[src/rtl/stack_sequencer.sv]
// Stack transfer sequencer: walks the push/pop bitmasks, one bus word per set bit, and tracks SP.
// Optional STACK_SEQ_ABORT_EN adds an abort input that cuts a sequence short after the current word.
module stack_sequencer (
    input  logic        clk,
    input  logic        reset_n,
    input  logic        start,
    input  logic [15:0] push_mask,
    input  logic [15:0] pop_mask,
    input  logic [15:0] sp_in,
    output logic [3:0]  reg_sel,
    input  logic [15:0] reg_rdata,
    output logic        reg_we,
    output logic [15:0] reg_wdata,
    output logic        mem_req,
    output logic        mem_wr,
    output logic [15:0] mem_addr,
    output logic [15:0] mem_wdata,
    input  logic        mem_ack,
    input  logic [15:0] mem_rdata,
    output logic        busy,
    output logic        done,
    output logic        sp_we,
    output logic [15:0] sp_out
`ifdef STACK_SEQ_ABORT_EN
    ,
    input  logic        abort
`endif
);

    // state     | meaning
    // IDLE      | waiting for start
    // POP_REQ   | bus read of highest remaining pop bit
    // POP_WB    | register file write of the popped word
    // PUSH_SEL  | capture data for lowest remaining push bit
    // PUSH_REQ  | bus write of the captured word
    // FIN       | done / SP writeback pulse
    typedef enum logic [2:0] {
        S_IDLE, S_POP_REQ, S_POP_WB, S_PUSH_SEL, S_PUSH_REQ, S_FIN
    } state_t;

    localparam logic [3:0] SP_BIT = 4'd4;

    state_t      state_q, state_d;
    logic [15:0] pop_q, pop_d;
    logic [15:0] push_q, push_d;
    logic [15:0] sp_work_q, sp_work_d;
    logic [15:0] sp_orig_q, sp_orig_d;
    logic [3:0]  sel_q, sel_d;
    logic [15:0] rdata_q, rdata_d;
    logic [15:0] wdata_q, wdata_d;
    logic        abort_pend_q, abort_pend_d;
    logic        abort_w;
    logic [3:0]  pop_hi, push_lo;

`ifdef STACK_SEQ_ABORT_EN
    assign abort_w = abort;
`else
    assign abort_w = 1'b0;
`endif

    function automatic logic [3:0] hi_bit(input logic [15:0] m);
        hi_bit = '0;
        for (int i = 0; i < 16; i++)
            if (m[i]) hi_bit = 4'(i);
    endfunction

    function automatic logic [3:0] lo_bit(input logic [15:0] m);
        lo_bit = '0;
        for (int i = 15; i >= 0; i--)
            if (m[i]) lo_bit = 4'(i);
    endfunction

    assign pop_hi    = hi_bit(pop_q);
    assign push_lo   = lo_bit(push_q);
    assign reg_wdata = rdata_q;
    assign mem_wdata = wdata_q;

    always_ff @(posedge clk or negedge reset_n) begin
        if (!reset_n) begin
            state_q      <= S_IDLE;
            pop_q        <= '0;
            push_q       <= '0;
            sp_work_q    <= '0;
            sp_orig_q    <= '0;
            sel_q        <= '0;
            rdata_q      <= '0;
            wdata_q      <= '0;
            abort_pend_q <= 1'b0;
        end else begin
            state_q      <= state_d;
            pop_q        <= pop_d;
            push_q       <= push_d;
            sp_work_q    <= sp_work_d;
            sp_orig_q    <= sp_orig_d;
            sel_q        <= sel_d;
            rdata_q      <= rdata_d;
            wdata_q      <= wdata_d;
            abort_pend_q <= abort_pend_d;
        end
    end

    always_comb begin
        state_d      = state_q;
        pop_d        = pop_q;
        push_d       = push_q;
        sp_work_d    = sp_work_q;
        sp_orig_d    = sp_orig_q;
        sel_d        = sel_q;
        rdata_d      = rdata_q;
        wdata_d      = wdata_q;
        abort_pend_d = abort_pend_q;
        reg_sel      = '0;
        reg_we       = 1'b0;
        mem_req      = 1'b0;
        mem_wr       = 1'b0;
        mem_addr     = '0;
        busy         = 1'b1;
        done         = 1'b0;
        sp_we        = 1'b0;
        sp_out       = '0;

        case (state_q)
            S_IDLE: begin
                busy = 1'b0;
                if (start) begin
                    pop_d        = pop_mask;
                    push_d       = push_mask;
                    sp_work_d    = sp_in;
                    sp_orig_d    = sp_in;
                    abort_pend_d = 1'b0;
                    if (pop_mask != '0)       state_d = S_POP_REQ;
                    else if (push_mask != '0) state_d = S_PUSH_SEL;
                    else                      state_d = S_FIN;
                end
            end
            S_POP_REQ: begin
                reg_sel  = pop_hi;
                mem_req  = 1'b1;
                mem_addr = sp_work_q;
                if (abort_w) abort_pend_d = 1'b1;
                if (mem_ack) begin
                    rdata_d        = mem_rdata;
                    sel_d          = pop_hi;
                    pop_d[pop_hi]  = 1'b0;
                    sp_work_d      = sp_work_q + 16'd2;
                    state_d        = S_POP_WB;
                end
            end
            S_POP_WB: begin
                reg_sel = sel_q;
                // A popped SP word is dropped; SP is owned by sp_we/sp_out.
                reg_we  = (sel_q != SP_BIT);
                if (abort_w || abort_pend_q) state_d = S_FIN;
                else if (pop_q != '0)        state_d = S_POP_REQ;
                else if (push_q != '0)       state_d = S_PUSH_SEL;
                else                         state_d = S_FIN;
            end
            S_PUSH_SEL: begin
                reg_sel = push_lo;
                if (abort_w) begin
                    state_d = S_FIN;
                end else begin
                    sel_d   = push_lo;
                    wdata_d = (push_lo == SP_BIT) ? sp_orig_q : reg_rdata;
                    state_d = S_PUSH_REQ;
                end
            end
            S_PUSH_REQ: begin
                reg_sel  = sel_q;
                mem_req  = 1'b1;
                mem_wr   = 1'b1;
                mem_addr = sp_work_q - 16'd2;
                if (abort_w) abort_pend_d = 1'b1;
                if (mem_ack) begin
                    push_d[sel_q] = 1'b0;
                    sp_work_d     = sp_work_q - 16'd2;
                    if (abort_w || abort_pend_q)                 state_d = S_FIN;
                    else if ((push_q & ~(16'd1 << sel_q)) != '0) state_d = S_PUSH_SEL;
                    else                                         state_d = S_FIN;
                end
            end
            S_FIN: begin
                busy         = 1'b0;
                done         = 1'b1;
                sp_we        = 1'b1;
                sp_out       = sp_work_q;
                abort_pend_d = 1'b0;
                state_d      = S_IDLE;
            end
            default: begin
                busy    = 1'b0;
                state_d = S_IDLE;
            end
        endcase
    end

endmodule
[config.mk]
export PLATFORM = sky130hd
export DESIGN_NAME = stack_sequencer
export DESIGN_NICKNAME = d
export VERILOG_FILES = /design/src/rtl/stack_sequencer.sv
export SDC_FILE = /design/constraint.sdc
export NUM_CORES = 1
export LEC_CHECK = 0
export CAP_MARGIN = 20
export CELL_PAD_IN_SITES_DETAIL_PLACEMENT = 1
export CELL_PAD_IN_SITES_GLOBAL_PLACEMENT = 1
export CORE_MARGIN = 3
export CORE_UTILIZATION = 36
export DETAILED_ROUTE_END_ITERATION = 12
export MAX_ROUTING_LAYER = met4
export PLACE_DENSITY_LB_ADDON = 0.1
export SYNTH_ARGS = -nofsm -noshare
export SYNTH_HDL_FRONTEND = slang
export SYNTH_SLANG_ARGS = --single-unit
[constraint.sdc]
create_clock -name clk -period 2.6 [get_ports clk]
set_input_delay 0.39 -clock clk [delete_from_list [all_inputs] [get_ports clk]]
set_output_delay 0.39 -clock clk [all_outputs]
set_load 0.01 [all_outputs]
==> flow_summary.ini, run 1 <==
[worst_setup_path]
worstPathMaxFanout = 5
required_ns = 2.21
cp-start-kind = flop
cp-end-kind = output pin
cp.arrival_ns = 2.40
path_class = flop to output pin

[route]
vias = 6899
drtPass1Iterations = 5
ant_nets = 0
avgViaCountPerCell = 5.67
routedWlPerCell_um = 20.6
drt_wl_total_um = 25000
first_iter_violations = 421
drc = 0

[floorplan]
die_h_um = 138
core_area_mm2 = 0.0168
die_area_mm2 = 0.0190
pin_count = 158
fp-row-count = 47
die_width_um = 138
floorplan.initialDensity = 0.373

[sta]
rsz0062_at_grt = true
slew_headroom = 0.568
worstMarginPinSlew_ns = 0.648
fin_tns_setup_ns = -0.711
finalSetupViolCount = 8
clock_skew_ns = 0.0100
finalCritPeriodShare = 1.07
fin_crit_ns = 2.79
hold_viol = 0
slew_violations = 0
timing.fmax_ghz = 0.358
fin_ws_ns = -0.192

[finish]
fin_area_mm2 = 0.00914
antennaDiodeCount = 0
drive_above_1_share = 0.168
nNetsFinal = 1078
fill_cells = 1981
fin_util = 0.543
area_delta_synth_final_pct = 45.7

[synth]
synth_most_common_cell = nand2_1
syn_inst = 786
async_reset_ff_frac = 1.00
synth_cell_types = 61
syn-num-nets = 872
syn_avg_cell_area_um2 = 7.98
yosys_warnings = 0
syn_area_mm2 = 0.00627
synth_area_leaders = dfrtp_1, nand2_1, mux2i_1
netlist.top_cell.by_area = dfrtp_1
ys_seq_area_frac = 0.411
ys_ff_latch = 103
synth_top_area_frac = 0.411
synthFlopType = dfrtp_1
synth_top_cells_by_count = nand2_1, dfrtp_1, o21ai_0, a21oi_1, nor2_1
synth-edff-count = 0

[global_route]
grt_max_degree = 56
use_met2 = 0.449
grt_use_met3 = 0.0394
grt_pass1_vias = 7317
track_usage = 0.267
grt_first_pass_wirelength_um = 40500
antenna_found_initial = 0
grt_overflow = 0
grt_busiest_layer = met2
met1_usage = 0.336

[job]
drv_cap = 0

[clock_network]
cts-root-buf = clkbuf_16
htree_num_levels = 3
clk_latency_ns = 0.37
cts_buffers = 9
clk_path_buf_depth = 2
clk_pin_slew_ns = 0.08
cts_tree = yes
holdBufCountCts = 0
cts_sinks = 103

[place]
post_dp_cell_area_mm2 = 0.00845
gp_congestion = 0.936
io_buffer_count = 157
dp_hpwl_um = 18600

[status]
violations = negative setup slack
status = finished with violations

[power]
leakagePower_nw = 4.03
ir_drop_v = 0.000520
power.density_mw_per_mm2 = 1150

[min_path]
holdCritPathClass = input port to async pin
-- routing by layer --
layer,routed length [um],part of all wire,vias up
met2,12800,0.51,204
li1,-,-,3217
met5,0,0,-
met1,10800,0.43,3440
met4,549,0.022,0
met3,969,0.039,38
-- what timing repair did --
| item | 4_1_cts | 5_1_grt |
|---|---|---|
| buffers inserted | 18 | 5 |
| endpoints found under the setup margin | 21 | 36 |
| pin swaps | 9 | 10 |
| gates cloned | 0 | 0 |
| gates resized for setup | 93 | 31 |
-- flip-flops by register name, indices dropped and copies added, names as in the netlist --
signal	flops
sel_q	4
mem_wdata	16
sp_work_q	16
sp_orig_q	16
push_q	16
reg_wdata	16
state_q	3
pop_q	16
-- path summary, 6_finish.rpt --
check                                    from       endpoint  slack (ns)  depth (start not counted)
worst min-delay path                  reset_n   sp_work_q[5]        0.04                          1
worst max register to register   sp_work_q[1]  sp_work_q[14]       -0.01                          9
min in group clk                reg_wdata[11]  reg_wdata[11]        0.48                          2
worst max-delay path             sp_work_q[1]   mem_addr[14]       -0.19                          8
max in group asynchronous             reset_n  sp_work_q[10]        1.79                          2
worst min register to register  reg_wdata[11]  reg_wdata[11]        0.48                          2
-- worst max-delay path: stages (launching register included) --
cell and delay [ns]:
dfrtp_1 0.38, or3_4 0.41, or4_4 0.45, buf_6 0.16
nor3_4 0.18, nor2_2 0.07, o21ai_2 0.16, o31ai_4 0.09
buf_2 0.16
-- final cells by class --
| type | count | area, um2 | area share |
|---|---|---|---|
| clock inverters | 7 | 83.8 | 0.00917 |
| repair buffers | 253 | 2320 | 0.254 |
| clock buffers | 9 | 225 | 0.0246 |
| inverters | 14 | 57.6 | 0.00630 |
| multi-input cells | 611 | 3600 | 0.393 |
| well taps | 220 | 275 | 0.0301 |
| flip-flops and latches | 103 | 2580 | 0.282 |
-- stage by stage --
stage | setup WS, ns | instances | hold WS, ns | power [mW]
2_1_floorplan | 0.156 | 786 | 0.0944 | 5.95
3_3_place_gp | -0.246 | 1177 | 0.434 | 8.50
3_5_place_dp | -0.286 | 1177 | 0.445 | 8.73
4_1_cts | -0.168 | 1211 | 0.0539 | 10.3
5_1_grt | -0.265 | 1217 | 0.0700 | 11.3
6_report | -0.192 | 1217 | 0.0354 | 10.5
-- power breakdown --
part / switching, mW / internal [mW] / leakage (nW)
logic: 3.28 / 2.64 / 2.66
registers: 0.763 / 2.37 / 1.23
clock network: 0.739 / 0.694 / 0.151
-- layout by cell type, fill, tap and decap left out, drive strengths merged, types with 20 or more instances in the layout --
| master | instances |
|---|---|
| a31oi | 22 |
| dfrtp | 103 |
| nand2 | 169 |
| mux2i | 45 |
| buf | 107 |
| and2 | 22 |
| o21ai | 86 |
| nor4 | 20 |
| a21oi | 54 |
| clkdlybuf4s50 | 137 |
| nor2 | 52 |
-- cell families after synthesis --
kind of cell | after synthesis | synth area share
AO/OA/AOI/OAI | 230 | 0.220
AND/OR/NAND/NOR | 333 | 0.245
buffers and inverters | 72 | 0.0465
multiplexers | 45 | 0.0718
flip-flops | 103 | 0.411
adder cells (fa/ha/maj) | 2 | 0.00399
XOR/XNOR | 1 | 0.00140
Note: power is estimated with default switching activity, not from simulation.
==> run 2: changes to the inputs <==
Settings changed: GPL_TIMING_DRIVEN from default to 0.
==> run 2 against run 1 <==
The flow still finishes with violations (negative setup slack); global-route usage grew 0.10 points; non-clock buffer count decreased by 6; sequential power hardly changed; cell area is 1.8% lower; setup slack worse by 0.044 ns; worst hold slack improved by 0.030 ns; sequential share of layout area grew 0.61 points; largest cell class unchanged; highest routed layer unchanged.
==> flow_summary.ini, run 2 (synthesis results as in run 1) <==
[status]
status = finished with violations
violations = negative setup slack

[finish]
fin_util = 0.534
seq_area_mm2 = 0.00259
multi_input_area_mm2 = 0.00360
stdcell_count = 1211
fill_cells = 2036
antennaDiodeCount = 0
nNetsFinal = 1072
layout_common_cells = nand2_1, clkdlybuf4s50_1, dfrtp_1
final_common_cell = nand2_1
area_delta_synth_final_pct = 43.0
drive_above_1_share = 0.141
fin_area_mm2 = 0.00897

[sta]
fin_tns_setup_ns = -0.803
timing.fmax_ghz = 0.353
slew_headroom = 0.512
clock_skew_ns = 0.0136
worstMarginPinSlew_ns = 0.733
fin_crit_ns = 2.84
finalCritPeriodShare = 1.09
hold_viol = 0
fin_ws_ns = -0.236
rsz0062_at_grt = true
finalSetupViolCount = 6
slew_violations = 0

[clock_network]
clk_path_buf_depth = 2
cts_buffers = 9
clk_latency_ns = 0.37
clk_pin_slew_ns = 0.09
cts-root-buf = clkbuf_16
holdBufCountCts = 0
cts_sinks = 103
cts_tree = yes
htree_num_levels = 3

[place]
gp_congestion = 0.949
dp_cells = 1164
dp_hpwl_um = 18700
post_dp_cell_area_mm2 = 0.00815
io_buffer_count = 157

[power]
power_mw = 10.5
ir_drop_v = 0.000495
swShare = 0.465
p_int_mw = 5.63
clkPwrFrac = 0.138
power.density_mw_per_mm2 = 1170
leakagePower_nw = 3.86
seqPwrFrac = 0.301
comb_power_share = 0.561
p_switching_mw = 4.90

[job]
drv_cap = 0

[route]
drt_wl_total_um = 25700
avgViaCountPerCell = 5.73
first_iter_violations = 449
ant_nets = 0
drtPass1Iterations = 5
vias = 6945
drc = 0
routedWlPerCell_um = 21.2

[floorplan]
die_area_mm2 = 0.0190
pin_count = 158
core_area_mm2 = 0.0168
die_h_um = 138
die_width_um = 138
floorplan.initialDensity = 0.373
fp-row-count = 47

[worst_setup_path]
crit_buf_inv = 1
cp-end-kind = output pin
cpPeakStageDelay_ns = 0.49
reg2reg_to = sp_work_q[7]
cp-start-kind = flop
cpLargestDelayFamily = simple AND/OR/NAND/NOR gates
crit_top_cell = or3_4
reg2reg_from = state_q[0]
path_class = flop to output pin
slowest_stage = or4_4
crit_chain = or3_4, or4_4, or3_4, o31ai_4, buf_2
reg2reg_depth = 8
r2r_setup_slack_ns = 0.14
worstPathMaxFanout = 5
cp.arrival_ns = 2.45
required_ns = 2.21

[global_route]
grt_first_pass_wirelength_um = 40300
track_usage = 0.268
grt_max_degree = 56
antenna_found_initial = 0
grt_overflow = 0
grt_pass1_vias = 7387

[min_path]
holdCritPathClass = input port to async pin
## run 2: how the worst max path moves through the flow
stage                       startpoint       endpoint  cells after the start
after global routing      sp_work_q[9]   mem_addr[14]                      5
after detailed placement    state_q[0]   mem_addr[14]                      7
final                     sp_work_q[9]   mem_addr[14]                      5
after global placement         reset_n  reg_wdata[15]                      1
after floorplan           sp_work_q[2]   mem_addr[14]                      5
after CTS                 sp_work_q[9]   mem_addr[14]                      7
## run 2: layout make-up
cell class / count / share of cell area
clock buffers: 9 / 0.0251
well taps: 220 / 0.0307
flip-flops and latches: 103 / 0.288
repair buffers: 198 / 0.207
plain buffers: 49 / 0.0317
inverters: 14 / 0.00613
multi-input cells: 611 / 0.402
clock inverters: 7 / 0.00990
## run 2: power groups by stage
stage | sequential (mW) | combinational (mW) | clock [mW]
3_5_place_dp | 3.13 | 5.24 | 0
5_1_grt | 3.28 | 6.42 | 1.55
4_1_cts | 3.11 | 5.72 | 1.47
3_3_place_gp | 3.07 | 5.06 | 0
2_1_floorplan | 3.01 | 2.94 | 0
6_report | 3.17 | 5.90 | 1.45
## run 2: layer usage
metal | share of wire | vias to the layer above | global-route usage
met4 | 0.029 | 0 | 0.0957
met1 | 0.42 | 3454 | 0.327
li1 | - | 3192 | -
met3 | 0.047 | 54 | 0.0376
met5 | 0 | - | -
met2 | 0.50 | 245 | 0.456
## run 2: worst register-to-register path: stages, from the launching register on
cell and delay [ns]:
dfrtp_2 0.46, buf_4 0.15, clkbuf_8 0.15, mux2i_1 0.13, o21ai_0 0.26, nand2_1 0.34, clkbuf_1 0.38, o21ai_0 0.30
o221ai_1 0.16
## run 2: timing repair
item,4_1_cts,5_1_grt
buffers inserted,33,7
pin swaps,15,11
endpoints found under the setup margin,50,31
resized for setup,129,34
## run 2: metrics by stage
stage,setup WS (ns),hold WS [ns]
final,-0.236,0.0649
after global routing,-0.279,0.114
after CTS,-0.298,0.0865
after detailed placement,-1.21,0.462
after global placement,-3.01,0.460
after floorplan,0.156,0.0944
==> run 3: changes to the inputs <==
Settings changed: CELL_PAD_IN_SITES_DETAIL_PLACEMENT 1 to default, CELL_PAD_IN_SITES_GLOBAL_PLACEMENT 1 to default, CORE_UTILIZATION 36 to 39, PLACE_DENSITY from default to 0.66, PLACE_DENSITY_LB_ADDON 0.1 to default.
==> run 3 against run 2 <==
The flow still finishes with violations (negative setup slack); register-to-register slack improved by 0.04 ns; utilization is 4.1 points higher; wire length down 15%; final cell count shrank 1.2%; clock-buffer cell count grew 1; clock skew decreased by 0.0072 ns; combinational power shrank 5.1%; global-route usage fell by 2.1 points; critical path depth did not move; via count down 3.1%; non-clock buffer count down 5; setup slack improved by 0.041 ns; highest routed layer unchanged.
==> flow_summary.ini, run 3 (synthesis results as in run 1) <==
[clock_network]
htree_num_levels = 3
cts_buffers = 9
clk_latency_ns = 0.36
cts-root-buf = clkbuf_16
clk_pin_slew_ns = 0.08
cts_sinks = 103
clk_path_buf_depth = 2
cts_tree = yes

[sta]
fin_ws_ns = -0.195
worstMarginPinSlew_ns = 0.667
finalCritPeriodShare = 1.07
timing.fmax_ghz = 0.358
hold_viol = 0
clock_skew_ns = 0.00637
rsz0062_at_grt = true
finalSetupViolCount = 6
slew_violations = 0
fin_crit_ns = 2.79
fin_tns_setup_ns = -0.709
slew_headroom = 0.555

[finish]
drive_above_1_share = 0.137
final_common_cell = nand2_1
area_delta_synth_final_pct = 41.9
fin_area_mm2 = 0.00890
fin_util = 0.575
antennaDiodeCount = 0
layout_common_cells = nand2_1, clkdlybuf4s50_1, dfrtp_1
nNetsFinal = 1067
stdcell_count = 1197

[place]
post_dp_cell_area_mm2 = 0.00813
gp_congestion = 0.941
io_buffer_count = 157
dp_hpwl_um = 15800
dp_cells = 1155

[power]
ir_drop_v = 0.000515
power_mw = 10.1
power.density_mw_per_mm2 = 1140
leakagePower_nw = 3.82

[worst_setup_path]
reg2reg_from = state_q[0]
worstPathMaxFanout = 6
path_class = flop to output pin
cp-start-kind = flop
reg2reg_to = sp_orig_q[5]
slowest_stage = or4_4
reg2reg_depth = 8
cpPeakStageDelay_ns = 0.47
cp-end-kind = output pin
crit_top_cell = or3_4
required_ns = 2.21
cp.arrival_ns = 2.40
r2r_setup_slack_ns = 0.18
crit_chain = or3_4, or4_4, or3_4, o31ai_4, buf_2

[route]
drc = 0
first_iter_violations = 532
ant_nets = 0
vias = 6729
drt_wl_total_um = 21800
routedWlPerCell_um = 18.2
drtPass1Iterations = 5
avgViaCountPerCell = 5.62

[floorplan]
pin_count = 158
die_width_um = 133
die_h_um = 133
core_area_mm2 = 0.0155
die_area_mm2 = 0.0176
floorplan.initialDensity = 0.405
fp-row-count = 45

[global_route]
track_usage = 0.247
grt_overflow = 0
grt_max_degree = 59
antenna_found_initial = 0
grt_first_pass_wirelength_um = 34200
grt_pass1_vias = 6488

[job]
drv_cap = 0

[status]
violations = negative setup slack
status = finished with violations

[min_path]
holdCritPathClass = input port to async pin
-- run 3: worst max path at each step --
stage          slack (ns)          from      endpoint  cells after the start
2_1_floorplan        0.16  sp_work_q[2]  mem_addr[14]                      5
3_3_place_gp        -3.06       reset_n  reg_wdata[4]                      1
3_5_place_dp        -1.07    state_q[0]  mem_addr[11]                      7
4_1_cts             -0.24  sp_work_q[2]  mem_addr[14]                      6
5_1_grt             -0.25  sp_work_q[2]  mem_addr[14]                      5
6_report            -0.19  sp_work_q[2]  mem_addr[14]                      5
-- run 3: area by class of cell --
class	instances	area [um2]
flip-flops and latches	103	2590
inverters	14	55.1
plain buffers	52	293
clock inverters	6	75.1
multi-input cells	611	3610
fillers	1475	6580
repair buffers	190	1780
well taps	211	264
clock buffers	10	239
-- run 3: per-stage QoR --
stage,setup slack (ns),hold slack (ns)
3_3_place_gp,-3.06,0.458
6_report,-0.195,0.0503
5_1_grt,-0.254,0.105
4_1_cts,-0.245,0.0837
3_5_place_dp,-1.07,0.463
2_1_floorplan,0.156,0.0944
-- run 3: what timing repair did --
action,4_1_cts,5_1_grt
cloned,0,0
pin swaps,13,15
resized for setup,129,34
buffers inserted,26,6
setup endpoints to repair,42,36
hold buffers,0,0
-- run 3: metal layers --
| layer | GRT usage | vias to the layer above | routed length, um |
|---|---|---|---|
| li1 | - | 3203 | - |
| met1 | 0.329 | 3208 | 9650 |
| met2 | 0.387 | 277 | 10100 |
| met3 | 0.0361 | 41 | 1450 |
| met4 | 0.0849 | 0 | 539 |
| met5 | - | - | 0 |
-- run 3: worst max-delay path: cells and delay by family (launching register included) --
kind	cells	cell delay, ns
flops	1	0.41
buf+inv	1	0.17
compound gates	1	0.18
simple gates	3	1.29
-- run 3: report_power, final --
| group | internal, mW | leakage [nW] | total (mW) | switching, mW |
|---|---|---|---|---|
| Clock | 0.790 | 0.152 | 1.46 | 0.669 |
| Combinational | 2.42 | 2.45 | 5.60 | 3.17 |
| Sequential | 2.38 | 1.22 | 3.09 | 0.708 |
==> RTL change: new RTL, settings of run 2 <==
Build with the macro `STACK_SEQ_ABORT_EN` defined.
--- a/src/rtl/stack_sequencer.sv
+++ b/src/rtl/stack_sequencer.sv
@@ -2,2 +2,4 @@
 // Optional STACK_SEQ_ABORT_EN adds an abort input that cuts a sequence short after the current word.
+`define STACK_SEQ_ABORT_EN
+
 module stack_sequencer (
Ports: changed (added abort); port bits go from 158 to 159. The function was not compared with the original's and may differ.
==> RTL change against run 2 <==
The flow still finishes with violations (setup timing). Die area grew 5.1%. Hold slack better by 400 ps. Cell area grew 8.1%. Synthesized cell count up 5.9%. First-iteration DRC count rose by 11%. Sequential cell count grew 1. Clock skew fell by 6.3 ps. Synthesized area up 5.3%. Sequential share of layout area shrank 1.8 points. Non-clock buffer count up 42. Wire length is 7.1% higher. Worst setup slack better by 56 ps. Total power rose by 10%. Critical endpoint is now mem_addr[11]. Highest routed layer unchanged.
==> RTL change: results (changes against run 2) <==
| Metric | Value |
|---|---|
| CTS HTree Levels | `3 (unchanged)` |
| Worst R2R Path Depth | `14 (was 8)` |
| Post-Route M1 WL | `12400 um (was 10800 um)` |
| Final setup margin | `-180 ps (was -236 ps)` |
| VDD IR max | `0.000533 V (was 0.000495 V)` |
| Layout cells sized above 1 | `0.196 (was 0.141)` |
| Total CTS buffers | `9 (unchanged)` |
| Multi-input gate area | `0.00387 mm^2 (was 0.00360 mm^2)` |
| Outcome | `complete, but fails checks (unchanged)` |
| Rel. slew slack | `0.474 (was 0.512)` |
| Port Buffer Count | `158 (was 157)` |
| Post-Place Worst Slack | `-598 ps (was -1210 ps)` |
| Setup bufs post-CTS | `38 (was 33)` |
| Worst EP arrival | `2390 ps (was 2450 ps)` |
| Syn avg cell area | `7.94 um^2 (was 7.98 um^2)` |
| Vias/cell | `5.76 (was 5.73)` |
| Number of distinct library cells after synthesis | `80 (was 61)` |
| Min-Delay Path Class | `input pin to async pin (unchanged)` |
| Maximum root-to-sink buffer count | `2 (unchanged)` |
| GR Util All Layers | `0.271 (was 0.268)` |
| Sequential-to-total area share from yosys stat | `0.394 (was 0.411)` |
| Violated checks | `setup timing (unchanged)` |
| CP max FO | `5 (unchanged)` |
| Placed cell area | `0.00852 mm^2 (was 0.00815 mm^2)` |
| WL met2 | `12600 um (was 12900 um)` |
| Start of the worst register-to-register path | `sp_work_q[6] (was state_q[0])` |
| Antenna violations before repair | `0 (unchanged)` |
| Reg2reg end | `sp_work_q[14] (was sp_work_q[7])` |
| Pleak | `0.00428 uW (was 0.00386 uW)` |
| Final Hold Fails | `0 (unchanged)` |
| Hold slack | `464 ps (was 64.9 ps)` |
| Sum Neg Setup Slack | `-579 ps (was -803 ps)` |
| Post-synth top cells | `178 x nand2_1, 104 x dfrtp_1, 62 x nor2_1 (was 169 x nand2_1, 103 x dfrtp_1, 86 x o21ai_0)` |
| Synth top area cells | `dfrtp_1 39%, nand2_1 10%, mux2i_1 5.2% (was dfrtp_1 41%, nand2_1 10%, mux2i_1 7.2%)` |
| Largest net degree at the start of global routing | `46 (was 56)` |
| First-pass GRT wire length | `41700 um (was 40300 um)` |
| Final setup viols | `6 (unchanged)` |
| CTS resizes | `125 (was 129)` |
| Clk_lat worst skew | `370 ps (about the same)` |
| FF-to-FF setup slack | `130 ps` |
| Syn nets | `919 (was 872)` |
| Vias in the first global route | `7448 (was 7387)` |
| Main synth FF type | `dfrtp_1 (unchanged)` |
| Final wirelength | `27500 um (was 25700 um)` |
| Avg WL per Cell | `21.2 um (about the same)` |
| DRT iter0 DRCs | `497 (was 449)` |
| Met3 wire length | `2040 um (was 1210 um)` |
| Nets | `1156 (was 1072)` |
| Syn. warnings | `0 (unchanged)` |
| Fillcell total | `2131 (was 2036)` |
| Post-detail-place hpwl | `18800 um (was 18700 um)` |
| Post-CTS Hold Fix Bufs | `1 (was 0)` |
| Clk_skew | `7.36 ps (was 13.6 ps)` |
| CTS clk-pin slew, worst paths | `80 ps` |
| GPL Wtd Cong | `0.903 (was 0.949)` |
-- RTL change: kinds of logic (layout without fill, tap and decap cells) --
kind of cell	after synthesis	count (layout)	share of synthesized area
mux	35	35	0.0532
fa+ha+maj	2	2	0.00379
flops	104	104	0.394
simple gates	364	364	0.267
compound gates	245	245	0.223
xor+xnor	2	2	0.00265
buf+inv	80	322	0.0564
-- RTL change: power by group --
| part | total [uW] | switching [uW] | internal [uW] |
|---|---|---|---|
| clock network | 1470 | 707 | 761 |
| logic | 6980 | 3890 | 3090 |
| registers | 3160 | 783 | 2380 |
| total | 11600 | 5380 | 6220 |
-- RTL change: per-layer routing --
layer  up-vias  global-route usage
met3        43              0.0543
met2       320               0.410
met5         -                   -
li1       3427                   -
met4         0              0.0737
met1      3687               0.373
-- RTL change: final cells by class --
type | count | area share
clock buffers | 9 | 0.0232
multi-input cells | 648 | 0.399
repair buffers | 234 | 0.224
well taps | 225 | 0.0290
clock inverters | 7 | 0.00826
plain buffers | 55 | 0.0401
flip-flops and latches | 104 | 0.270
inverters | 17 | 0.00684
-- RTL change: worst max-delay path, stage by stage, from the launching register on --
cell and delay, ps:
dfrtp_1 390, inv_2 90, ha_4 140, or4b_4 470, buf_6 150, nand3b_4 190, nor3_4 210, o21ai_1 100
nand2_1 70, o21ai_1 60, buf_2 140
-- RTL change: worst max-delay path by stage --
stage                       from       endpoint  slack [ps]  cells after the start
detailed placement    state_q[2]   mem_addr[11]        -600                      9
global placement         reset_n  sp_work_q[10]       -3210                      1
CTS                 sp_work_q[2]    mem_addr[9]        -210                      9
finish              sp_work_q[2]   mem_addr[11]        -180                     10
global route        sp_work_q[2]   mem_addr[15]        -310                     10
floorplan           sp_work_q[1]   mem_addr[15]         300                      8
